==> src/rtl/comparator_2bit.sv <==
// -----------------------------------------------------------------------------
// comparator_2bit
//
// Unsigned magnitude comparator for two WIDTH-bit operands (fixed at 2 bits).
// The greater/equal/less flags are purely combinational and stay valid while
// reset is asserted. A registered copy of the flags, a one-cycle "changed"
// status pulse and three saturating outcome counters are kept for status and
// debug use.
//
// Ports
//   clk      in   1      rising-edge clock
//   rst_n    in   1      asynchronous reset, active low
//   a        in   WIDTH  operand A, unsigned
//   b        in   WIDTH  operand B, unsigned
//   a_gt_b   out  1      combinational, 1 iff a >  b
//   a_eq_b   out  1      combinational, 1 iff a == b
//   a_lt_b   out  1      combinational, 1 iff a <  b
//   cnt_en   in   1      counters sample the current outcome on each edge
//   cnt_clr  in   1      synchronous clear of all counters (wins over cnt_en)
//   gt_q     out  1      registered a_gt_b
//   eq_q     out  1      registered a_eq_b
//   lt_q     out  1      registered a_lt_b
//   changed  out  1      pulse: registered flags differ from their prior value
//   gt_cnt   out  CNT_W  enabled cycles with a >  b (saturating)
//   eq_cnt   out  CNT_W  enabled cycles with a == b (saturating)
//   lt_cnt   out  CNT_W  enabled cycles with a <  b (saturating)
// -----------------------------------------------------------------------------
module comparator_2bit #(
    parameter int WIDTH = 2,
    parameter int CNT_W = 8
) (
    input  logic             clk,
    input  logic             rst_n,
    input  logic [WIDTH-1:0] a,
    input  logic [WIDTH-1:0] b,
    output logic             a_gt_b,
    output logic             a_eq_b,
    output logic             a_lt_b,
    input  logic             cnt_en,
    input  logic             cnt_clr,
    output logic             gt_q,
    output logic             eq_q,
    output logic             lt_q,
    output logic             changed,
    output logic [CNT_W-1:0] gt_cnt,
    output logic [CNT_W-1:0] eq_cnt,
    output logic [CNT_W-1:0] lt_cnt
);

    // Flag vector ordering used throughout: {gt, eq, lt}.
    // Reset value is the one-hot "equal" state, matching a = b = 0.
    localparam logic [2:0] FLAGS_RST = 3'b010;

    // Saturating increment: an all-ones counter holds instead of wrapping.
    function automatic logic [CNT_W-1:0] sat_inc(input logic [CNT_W-1:0] v);
        logic [CNT_W-1:0] r;
        if (v == {CNT_W{1'b1}}) begin
            r = v;
        end else begin
            r = v + CNT_W'(1);
        end
        return r;
    endfunction

    // Counter next value: clear has priority, otherwise count when selected.
    function automatic logic [CNT_W-1:0] cnt_next(
        input logic [CNT_W-1:0] v,
        input logic             clr,
        input logic             inc
    );
        logic [CNT_W-1:0] r;
        if (clr) begin
            r = {CNT_W{1'b0}};
        end else if (inc) begin
            r = sat_inc(v);
        end else begin
            r = v;
        end
        return r;
    endfunction

    logic [2:0]       cmp_s;
    logic [2:0]       flags_q, flags_d;
    logic [2:0]       prev_q,  prev_d;
    logic             changed_q, changed_d;
    logic [CNT_W-1:0] gt_cnt_q, gt_cnt_d;
    logic [CNT_W-1:0] eq_cnt_q, eq_cnt_d;
    logic [CNT_W-1:0] lt_cnt_q, lt_cnt_d;

    // Combinational unsigned compare; independent of clk and rst_n.
    always_comb begin
        cmp_s = 3'b000;
        if (a > b) begin
            cmp_s = 3'b100;
        end else if (a == b) begin
            cmp_s = 3'b010;
        end else begin
            cmp_s = 3'b001;
        end
    end

    assign a_gt_b = cmp_s[2];
    assign a_eq_b = cmp_s[1];
    assign a_lt_b = cmp_s[0];

    // Next-state logic for flags, change detector and counters.
    always_comb begin
        flags_d   = cmp_s;
        // prev_q trails flags_q by one edge, so "changed" reports a flag
        // transition one cycle after the registered flags take it.
        prev_d    = flags_q;
        changed_d = 1'b0;
        if (flags_q != prev_q) begin
            changed_d = 1'b1;
        end else begin
            changed_d = 1'b0;
        end
        gt_cnt_d  = cnt_next(gt_cnt_q, cnt_clr, cnt_en & cmp_s[2]);
        eq_cnt_d  = cnt_next(eq_cnt_q, cnt_clr, cnt_en & cmp_s[1]);
        lt_cnt_d  = cnt_next(lt_cnt_q, cnt_clr, cnt_en & cmp_s[0]);
    end

    // State registers with asynchronous active-low reset.
    always_ff @(posedge clk or negedge rst_n) begin
        if (!rst_n) begin
            flags_q   <= FLAGS_RST;
            prev_q    <= FLAGS_RST;
            changed_q <= 1'b0;
            gt_cnt_q  <= {CNT_W{1'b0}};
            eq_cnt_q  <= {CNT_W{1'b0}};
            lt_cnt_q  <= {CNT_W{1'b0}};
        end else begin
            flags_q   <= flags_d;
            prev_q    <= prev_d;
            changed_q <= changed_d;
            gt_cnt_q  <= gt_cnt_d;
            eq_cnt_q  <= eq_cnt_d;
            lt_cnt_q  <= lt_cnt_d;
        end
    end

    assign gt_q    = flags_q[2];
    assign eq_q    = flags_q[1];
    assign lt_q    = flags_q[0];
    assign changed = changed_q;
    assign gt_cnt  = gt_cnt_q;
    assign eq_cnt  = eq_cnt_q;
    assign lt_cnt  = lt_cnt_q;

endmodule

==> config.mk <==
export PLATFORM = sky130hd
export DESIGN_NAME = comparator_2bit
export DESIGN_NICKNAME = d
export VERILOG_FILES = /design/src/rtl/comparator_2bit.sv
export SDC_FILE = /design/constraint.sdc
export NUM_CORES = 1
export LEC_CHECK = 0
export ABC_AREA = 1
export CAP_MARGIN = 20
export CORE_UTILIZATION = 50
export CTS_CLUSTER_DIAMETER = 80
export DETAILED_ROUTE_END_ITERATION = 10
export PLACE_DENSITY = 0.79
export SLEW_MARGIN = 20
export SYNTH_ARGS = -nofsm -noshare
export SYNTH_HDL_FRONTEND = slang
export SYNTH_SLANG_ARGS = --single-unit
==> constraint.sdc <==
create_clock -name clk -period 1.44 [get_ports clk]
set_input_delay 0.216 -clock clk [delete_from_list [all_inputs] [get_ports clk]]
set_output_delay 0.216 -clock clk [all_outputs]
set_load 0.03 [all_outputs]
# Yosys cells after proc, flatten, opt, wreduce, memory -nomap -nowiden
# Cells that the tools add are included.
# classes
n_addsub,3
magnitude_cmp,1
eq_ne,8
muxes,12
n_bitwise,3
reduce_logical,6
# ops
cell,n
8-bit 2-to-1 mux,9
"8-bit by 1-bit adder with 8-bit output, second input constant",3
"8-bit equality test, second input constant",3
"2-bit inequality test, second input constant",3
2-bit AND reduction,3
2-bit nonzero test,3
1-bit bitwise AND,3
3-bit 2-to-1 mux,1
3-bit inequality test,1
2-bit equality test,1
2-bit > comparator,1
2-bit 2-to-1 mux,1
1-bit 2-to-1 mux,1
# totals
regBits,31
input_bits,8
out_inout_bits,31
elab_cells,39

# Longest topological paths before layout
# Gate-level depths: netlist of the first run.
# depth
ltp_word,6
depth_mapped,10
ltp_nobuf,10

# Worst setup path before layout of the first run
# No wires, ideal clock.
# synth_timing
kind,in2out
startpoint,in a[0]
endpoint,out a_gt_b
arrival_ps,1352
required_ps,1224
path_slack_ps,-128
path_stages,5
path_buffers,0
cell_sequence,inv_1 -> ha_1 -> nand2_1 -> inv_1 -> a21oi_1
# synth_via
elab_chain_cells,2
# synth_rtl
element,line,rtl
start: declaration,34,"input logic [WIDTH-1:0] a,"
2-bit > comparator,93,if (a > b) begin
3-bit 2-to-1 mux,93,
end: declaration,36,"output logic a_gt_b,"
# No other way between the ends.

# Worst setup path after layout of the first run
# layout_timing
startpoint,"reg lt_cnt_q[2], in the netlist lt_cnt[2]"
endpoint,out lt_cnt[2]
# layout_lines
element,line,rtl
start: declaration,88,"logic [CNT_W-1:0] lt_cnt_q, lt_cnt_d;"
start signal: assignment,131,lt_cnt_q <= {CNT_W{1'b0}};
start signal: assignment,138,lt_cnt_q <= lt_cnt_d;
end: declaration,47,output logic [CNT_W-1:0] lt_cnt
# No word-level cell between the ends.

==> results of run 1 <==
synthesized netlist by cell type (2+ instances only):
library cell,n,share of area
xnor2_1,5,0.025
nand3_1,23,0.065
nand2_2,6,0.021
o21ai_1,3,0.0084
dfstp_2,2,0.030
dfrtp_1,29,0.41
a21oi_1,4,0.011
inv_1,25,0.053
nand2_4,4,0.025
ha_1,5,0.035
nor2_4,3,0.019
o21bai_1,2,0.0084
inv_2,3,0.0063
nor2_1,12,0.025
o21ai_0,4,0.011
nor2_2,3,0.011
nand2_1,87,0.18
nand3b_1,5,0.021
xor2_1,3,0.015
area by class of cell:
cell class,count,area [um^2]
Clock buffer,6,51.30
Timing Repair Buffer,64,550.5
Tap cell,46,57.56
Multi-Input combinational cell,171,962.2
Inverter,29,112.6
Sequential cell,31,782.0
Fill cell,265,812.0
Clock inverter,2,35.03
worst register-to-register path: stages (launching register included):
cell     delay (ns)
dfrtp_1        0.41
ha_2           0.21
nand2_2        0.07
nor2_1         0.11
nand2_1        0.09
nand2_4        0.10
nand2_4        0.06
buf_4          0.15
o21ai_1        0.11
registers in the layout, summed over array words and instances, names as in the netlist:
register / flops
gt_cnt: 8
lt_cnt: 8
flags_q: 3
eq_cnt: 8
prev_q: 3
changed: 1
power by group through the flow:
stage               combinational, mW  clock [mW]  sequential (mW)
finish                          0.417       0.721            0.941
global route                    0.452       0.787            0.946
CTS                             0.398       0.737            0.940
detailed placement              0.381           0            0.958
global placement                0.376           0            0.955
floorplan                       0.141           0             1.01
metal layers:
| layer | vias up | global-route usage | wire [um] |
|---|---|---|---|
| li1 | 858 | - | - |
| met1 | 806 | 0.3082 | 1844 |
| met2 | 39 | 0.3963 | 1974 |
| met3 | 6 | 0.06513 | 175 |
| met4 | 0 | 0.08254 | 49 |
| met5 | - | 0 | 0 |
worst paths after layout:
kind / cells after the start / to / start
max: 1 / lt_cnt[2] / lt_cnt[2]$_DFFE_PN0P_
min: 2 / flags_q[0]$_DFF_PN0_ / rst_n
max reg2reg: 8 / eq_cnt[3]$_DFFE_PN0P_ / eq_cnt[1]$_DFFE_PN0P_
min reg2reg: 0 / prev_q[0]$_DFF_PN0_ / flags_q[0]$_DFF_PN0_
max in group asynchronous: 2 / flags_q[1]$_DFF_PN1_ / rst_n
min in group clk: 0 / prev_q[0]$_DFF_PN0_ / flags_q[0]$_DFF_PN0_
kinds of logic (layout without fill, tap and decap cells):
family | count (synthesis) | after routing | share of synthesized area
fa+ha+maj | 5 | 5 | 0.03521
buf+inv | 31 | 101 | 0.06901
flops | 31 | 31 | 0.4380
simple gates | 144 | 144 | 0.3746
compound gates | 14 | 14 | 0.04366
xor+xnor | 8 | 8 | 0.03944
what timing repair did:
action | CTS | global route
setup endpoints to repair | 31 | 36
resized for setup | 48 | 28
pin swaps | 5 | 11
setup buffers | 2 | 4
==> summary.md, run 1 <==
| Metric | Value |
|---|---|
| Final Hold Viols | 0 |
| Hold Crit Class | in2async |
| DP Cell Count | ~340 |
| Crit-path max FO | 5 |
| Most frequent cells in the layout | 84 x nand2_1, 26 x dfrtp_1, 24 x buf_4 |
| First-pass GRT wire length | around 6.6 mm |
| Worst-skew pair later-pin latency | between 0.3 and 0.4 ns |
| Worst clock skew | between 0.01 and 0.015 ns |
| P_sw | just under 0.6 mW |
| CTS H-tree lvls | 2 |
| Routed vias | about 1700 |
| Power Dens Cells | approximately 800 mW/mm^2 |
| Max-Cap Viols | 0 |
| Antenna Nets Post-Route | 0 |
| CTS buffer count | 5 |
| Root Buffer Master | clkbuf_4 |
| Initial core utilization | 0.5283 |
| Die Y | 61.61 um |
| RSZ-0062 raised after global routing | true |
| CTS tree | yes |
| DRC viols | 0 |
| Final WS setup | between 0.05 and 0.06 ns |
| Clock Path Buffers | 2 |
| Initial antenna violation count | 0 |
| GRT Residual Overflow | 0 |
| Post-route cell area | 0.002551 mm^2 |
| Switch share | 0.2804 |
| TNS Setup | 0 ns |
| Critical path required time | 1.22 ns |
| Die area | 0.003796 mm^2 |
| Post-synthesis register bit count | 31 |
| Worst path max stage delay | between 0.4 and 0.5 ns |
| Post-Place Setup Slack | -0.3432 ns |
| Commonest non-fill, non-tap cell in the layout | nand2_1 |
| HPWL after DPL | around 2.7 mm |
| Synth Instances | 233 |
| Non-Filler Instances | around 350 |
| CP endpoint kind | primary output |
| Register area share after synthesis | 0.4380 |
| Initial drt markers | between 100 and 150 |
| N_diodes | 0 |
| Yosys warnings | 0 |
| Fin crit period | between 1 and 1.5 ns |
| Count of input and output buffers | 38 |
| Arrival @ worst endpoint | around 1.2 ns |
| Clk slew on worst S/H paths | 0.10 ns |
| Worst-Margin Slew | a little over 0.3 ns |
| Hold_ws | 0.2257 ns |
| CP Class | reg2out |
| Synth-to-Final Area Change | 43.59% |
| Number of synthesized flops with an enable pin | 0 |
| Part of the power in combinational logic | 0.201 |
| Startpoint types | flop |
| Die width | 61.61 um |
| Total wire length | ~4 mm |
| Reg2Reg Setup Slack | 0.07 ns |
| Fin crit share | 0.9620 |
| Sequential power share | 0.453 |
| Sink Count | 31 |
| Total track usage | 0.2416 |
| Most used DFF post-synth | dfrtp_1 |
| Layout cells sized above 1 | 0.2739 |
| Final cell utilization of the core | 0.7586 |
| Buffers plus inverters on the worst setup path | 1 |
| Crit path cell chain | dlygate4sd2_1 |
| Cts hold-fix bufs | 0 |
| Vias in the first global route | ~1500 |
| Status | finished clean |
| Rel. slew slack | 0.7932 |
| Syn avg cell area | approximately 7.6 um^2 |
| Placed inst area | around 0.0024 mm^2 |
| Post-synth cell types | 24 |
| Final GP Congestion | about 0.85 |
| Largest net degree at the start of global routing | 32 |
| Core Area | 0.003363 mm^2 |
| Final nets | about 320 |
| Clock share of power | 0.347 |
| Leakage | approximately 1.4 nW |
| Worst path slowest cell | dfrtp_1 |
| Via-to-Cell Ratio | 4.897 |
| Initial DRT Pass Iterations | 4 |
| Total chip power | about 2.1 mW |
| Async S/R FF share, synth | 1.000 |
| Num rows | 21 |
| Max VDD drop | ~0.58 mV |
| Fmax | approximately 0.72 GHz |
| Syn nets | about 250 |
| Syn Std Cell Area | between 0.0015 and 0.002 mm^2 |
| Routed len/inst | approximately 12 um |
| Max-slew violations | 0 |
| IO Count | 39 |
| Design internal power | between 1 and 1.5 mW |
| Top delay family on crit path | flip-flops |
| Endpoints failing setup | 0 |
Note: power is estimated with default switching activity, not from simulation.
==> run 2: changes to the inputs <==
- CORE_MARGIN: unset -> 3
==> run 2 against run 1 <==
Power decreased by 0.13%. Largest power group unchanged. Fmax decreased by 2.3%. Non-clock buffer count increased by 2.
==> summary.md, run 2 (synthesis results as in run 1) <==
| Metric | Value |
|---|---|
| Status | finished clean |
| CP Class | reg2reg |
| Clk slew on worst S/H paths | approximately 0.11 ns |
| Layout cells sized above 1 | 0.2721 |
| Total chip power | 2.077 mW |
| Total wire length | around 4.1 mm |
| Fin crit share | 0.9849 |
| Commonest non-fill, non-tap cell in the layout | nand2_1 |
| Fin crit period | about 1.4 ns |
| Synth-to-Final Area Change | 43.17% |
| Power Dens Cells | 816.4 mW/mm^2 |
| First-pass GRT wire length | 6.720 mm |
| Worst-skew pair later-pin latency | roughly 0.33 ns |
| Clock Path Buffers | 2 |
| Most frequent cells in the layout | 84 x nand2_1, 27 x buf_4, 26 x dfrtp_1 |
| Largest net degree at the start of global routing | 22 |
| Worst clock skew | just over 0.01 ns |
| Hold_ws | around 0.053 ns |
| Max-slew violations | 0 |
| Final GP Congestion | 0.8136 |
| Placed inst area | 0.002330 mm^2 |
| Antenna Nets Post-Route | 0 |
| HPWL after DPL | approximately 2.9 mm |
| IO Count | 39 |
| Crit-path max FO | 4 |
| Via-to-Cell Ratio | 4.892 |
| Hold Crit Class | in2async |
| Die width | 65.61 um |
| Final Hold Viols | 0 |
| Cts hold-fix bufs | 0 |
| Startpoint types | flop |
| Endpoints failing setup | 0 |
| Initial antenna violation count | 0 |
| Fmax | slightly above 0.7 GHz |
| CTS buffer count | 5 |
| CTS tree | yes |
| Routed len/inst | 11.80 um |
| Vias in the first global route | 1571 |
| TNS Setup | 0 ns |
| Max VDD drop | about 1.1 mV |
| Initial DRT Pass Iterations | 4 |
| Worst path most repeated cell | nand2_4 |
| Initial drt markers | approximately 110 |
| Buffers plus inverters on the worst setup path | 1 |
| Leakage | 1.409 nW |
| Critical path required time | approximately 1.7 ns |
| Total track usage | 0.2016 |
| Post-route cell area | 0.002544 mm^2 |
| DRC viols | 0 |
| Rel. slew slack | 0.7988 |
| Crit path cell chain | ha_2 -> nand2_2 -> nor2_1 -> nand2_1 -> nand2_4 -> nand2_4 -> buf_4 -> o21ai_1 |
| Die area | ~0.0043 mm^2 |
| Root Buffer Master | clkbuf_4 |
| Max-Cap Viols | 0 |
| Core Area | ~0.0034 mm^2 |
| GRT Residual Overflow | 0 |
| Num rows | 21 |
| Worst path slowest cell | dfrtp_1 |
| Count of input and output buffers | 38 |
| Worst-Margin Slew | just over 0.3 ns |
| Top delay family on crit path | simple AND/OR/NAND/NOR gates |
| Sink Count | 31 |
| CP endpoint kind | flop |
| Final nets | ~320 |
| N_diodes | 0 |
| Routed vias | 1717 |
| CTS H-tree lvls | 2 |
| Initial core utilization | 0.5242 |
| Die Y | 65.61 um |
| Arrival @ worst endpoint | 1.66 ns |
| Worst path max stage delay | 0.41 ns |
## run 2: metal layers
layer | routed length (um) | vias to the layer above | GRT usage | part of all wire
li1 | - | 868 | - | -
met1 | 1802 | 793 | 0.2470 | 0.44
met2 | 2065 | 48 | 0.3413 | 0.50
met3 | 208 | 8 | 0.04957 | 0.050
met4 | 63 | 0 | 0.07513 | 0.015
met5 | 0 | - | 0 | 0
## run 2: worst register-to-register path, delay by kind of cell, from the launching register on
kind	cells	cell delay [ns]
and+or+nand+nor	5	0.45
DFF	1	0.41
adders and majority gates	1	0.21
buffers and inverters	1	0.15
AOI/OAI and AO/OA	1	0.11
## run 2: timing repair
action,in CTS,in global routing
cloned,0,0
setup buffers,1,10
endpoints found under the setup margin,38,32
gates resized for setup,44,23
pin swaps,5,7
## run 2: final cells by class
class	count	area, um^2
multi-input cells	171	948.4
fillers	259	845.8
flip-flops and latches	31	782.0
repair buffers	66	559.3
inverters	29	110.1
well taps	46	57.56
clock buffers	6	51.30
clock inverters	2	35.03
## run 2: final timing paths
kind | depth (start not counted) | endpoint | slack [ns] | start
setup / recovery | 8 | eq_cnt[0]$_DFFE_PN0P_ | 0.02 | eq_cnt[1]$_DFFE_PN0P_
hold / removal | 1 | changed$_DFF_PN0_ | 0.05 | rst_n
setup reg to reg | 8 | eq_cnt[0]$_DFFE_PN0P_ | 0.02 | eq_cnt[1]$_DFFE_PN0P_
hold reg to reg | 0 | prev_q[1]$_DFF_PN1_ | 0.39 | flags_q[1]$_DFF_PN1_
max in group asynchronous | 2 | eq_cnt[0]$_DFFE_PN0P_ | 0.90 | rst_n
min in group clk | 0 | prev_q[1]$_DFF_PN1_ | 0.39 | flags_q[1]$_DFF_PN1_
## run 2: power by group
group          internal [mW]  switching (mW)  total (mW)  leakage, nW
sequential             0.913          0.0263       0.939        0.409
clock                  0.410           0.312       0.723       0.0482
combinational          0.174           0.241       0.415        0.952
## run 2: metrics by stage
step                      utilization  cells  worst slack [ns]
after floorplan                     -    233           0.01103
after global placement         0.6873    332           -0.3159
after detailed placement       0.6873    332           -0.3663
after CTS                      0.7183    341          0.006818
after global routing           0.7505    351          -0.05667
final                          0.7505    351           0.02172
==> run 3: changes to the inputs <==
- CAP_MARGIN: 20 -> unset
- PLACE_DENSITY: 0.79 -> unset
- PLACE_DENSITY_LB_ADDON: unset -> 0.05
==> run 3 against run 2 <==
Sequential cell count did not move. Fmax rose by 2.1%. Largest power group unchanged. Hold slack improved by 0.20 ns. Die area did not move. Clock-buffer cell count rose by 2. First-iteration DRC count fell by 21%. Largest cell class unchanged. Highest routed layer unchanged. Critical path type is now in2out.
==> summary.md, run 3 (synthesis results as in run 1) <==
| Metric | Value |
|---|---|
| Hold_ws | 0.2529 ns |
| Sink Count | 31 |
| P_sw | between 0.5 and 0.6 mW |
| Part of the power in combinational logic | 0.210 |
| CTS tree | yes |
| Power Dens Cells | 760.8 mW/mm^2 |
| Fmax | 0.7197 GHz |
| Worst-skew pair later-pin latency | approximately 0.33 ns |
| Sequential power share | 0.485 |
| Antenna Nets Post-Route | 0 |
| Initial core utilization | 0.5242 |
| DRC viols | 0 |
| Final nets | between 300 and 400 |
| Clk slew on worst S/H paths | about 0.1 ns |
| Worst-Margin Slew | between 0.3 and 0.4 ns |
| Switch share | 0.2929 |
| Initial antenna violation count | 0 |
| Routed vias | 1721 |
| Routed len/inst | around 12 um |
| Count of input and output buffers | 38 |
| Top delay family on crit path | buffers and inverters |
| Status | finished clean |
| GRT Residual Overflow | 0 |
| CP endpoint kind | primary output |
| Endpoints failing setup | 0 |
| DP Cell Count | around 340 |
| Worst path max stage delay | 0.26 ns |
| Synth-to-Final Area Change | 43.38% |
| Die Y | around 66 um |
| HPWL after DPL | ~2.9 mm |
| Initial DRT Pass Iterations | 4 |
| Leakage | roughly 1.4 nW |
| Non-Filler Instances | between 300 and 400 |
| Die area | approximately 0.0043 mm^2 |
| Cts hold-fix bufs | 0 |
| Crit-path max FO | 3 |
| Max-slew violations | 0 |
| Arrival @ worst endpoint | ~1.2 ns |
| Most frequent cells in the layout | 85 x nand2_1, 31 x buf_4, 26 x dfrtp_1, 26 x dlygate4sd2_1, 23 x nand3_1 |
| Largest net degree at the start of global routing | 32 |
| Worst path slowest cell | dlygate4sd2_1 |
| Max VDD drop | 0.5374 mV |
| Startpoint types | input port |
| Die width | about 66 um |
| Worst clock skew | ~0.0049 ns |
| Fin crit period | 1.389 ns |
| Final Hold Viols | 0 |
| Critical path required time | 1.22 ns |
| IO Count | 39 |
| CP Class | in2out |
| Layout cells sized above 1 | 0.2695 |
| Rel. slew slack | 0.7859 |
| Root Buffer Master | clkbuf_4 |
| Commonest non-fill, non-tap cell in the layout | nand2_1 |
| Via-to-Cell Ratio | between 4 and 5 |
| Max-Cap Viols | 0 |
| Crit path cell chain | dlygate4sd2_1 -> ha_4 -> inv_2 -> nand2_4 -> buf_4 -> a21oi_4 -> buf_6 |
| Total wire length | between 4 and 5 mm |
| Clock share of power | 0.304 |
| Hold Crit Class | in2async |
| CTS H-tree lvls | 2 |
| Num rows | 21 |
| First-pass GRT wire length | approximately 7.1 mm |
| Design internal power | 1.370 mW |
| CTS buffer count | 5 |
| Buffers plus inverters on the worst setup path | 4 |
| Initial drt markers | 85 |
| Final GP Congestion | around 0.87 |
| Clock Path Buffers | 2 |
| Core Area | between 0.003 and 0.004 mm^2 |
| Fin crit share | 0.9649 |
| Total track usage | 0.2168 |
| Vias in the first global route | around 1700 |
| N_diodes | 0 |
==> run 3: cell count changes in the layout (fill, tap and decap cells not counted), sizes merged <==
| cell | delta |
|---|---|
| clkbuf | +2 |
| bufinv | -1 |
| buf | +2 |
| clkdlybuf4s15 | -4 |
| clkinv | -1 |
| dlygate4sd2 | +5 |
==> run 3: final timing paths <==
path	from	to	slack [ns]	depth (start not counted)
max	b[0]	a_gt_b	0.05	7
min	rst_n	eq_cnt[0]$_DFFE_PN0P_	0.25	2
max reg2reg	eq_cnt[1]$_DFFE_PN0P_	eq_cnt[2]$_DFFE_PN0P_	0.08	9
min reg2reg	flags_q[1]$_DFF_PN1_	prev_q[1]$_DFF_PN1_	0.39	0
max in group asynchronous	rst_n	flags_q[1]$_DFF_PN1_	0.95	2
min in group clk	a[1]	flags_q[0]$_DFF_PN0_	0.38	5
==> run 3: metal layers <==
metal	vias to the layer above	wire, um	track usage
met1	784	1898	0.2536
met5	-	0	0
met2	54	2125	0.3805
li1	874	-	-
met3	9	219	0.05299
met4	0	87	0.08290
==> run 3: per-stage QoR <==
stage           TNS, ns  instance area [um^2]  power, mW  utilization  worst slack (ns)
3_5_place_dp     -8.744                  2387      1.326       0.7043           -0.3483
2_1_floorplan         0                  1787      1.152            -           0.01103
5_1_grt        -0.09961                  2547      2.032       0.7516          -0.03898
3_3_place_gp     -7.878                  2387      1.322       0.7043           -0.3174
4_1_cts        -0.01174                  2481      1.933       0.7320          -0.01174
6_report              0                  2547      1.938       0.7516           0.05056
==> run 3: repair_timing <==
action                                  4_1_cts  5_1_grt
pin swaps                                     3        5
endpoints found under the setup margin       30       26
buffers inserted                              1        7
resized for setup                            44       14
==> run 3: layout make-up <==
cell class	instances	area [um^2]
fill	265	842.1
clock buffer	8	68.82
timing repair buffer	69	579.3
multi-input combinational	171	947.2
inverter	29	112.6
sequential	31	782.0
tap	46	57.56
==> run 3: power by group through the flow <==
stage | clock network (mW) | logic, mW | registers (mW)
after floorplan | 0 | 0.141 | 1.01
after global placement | 0 | 0.364 | 0.957
after detailed placement | 0 | 0.368 | 0.958
after CTS | 0.609 | 0.384 | 0.941
after global routing | 0.646 | 0.440 | 0.946
final | 0.590 | 0.408 | 0.941
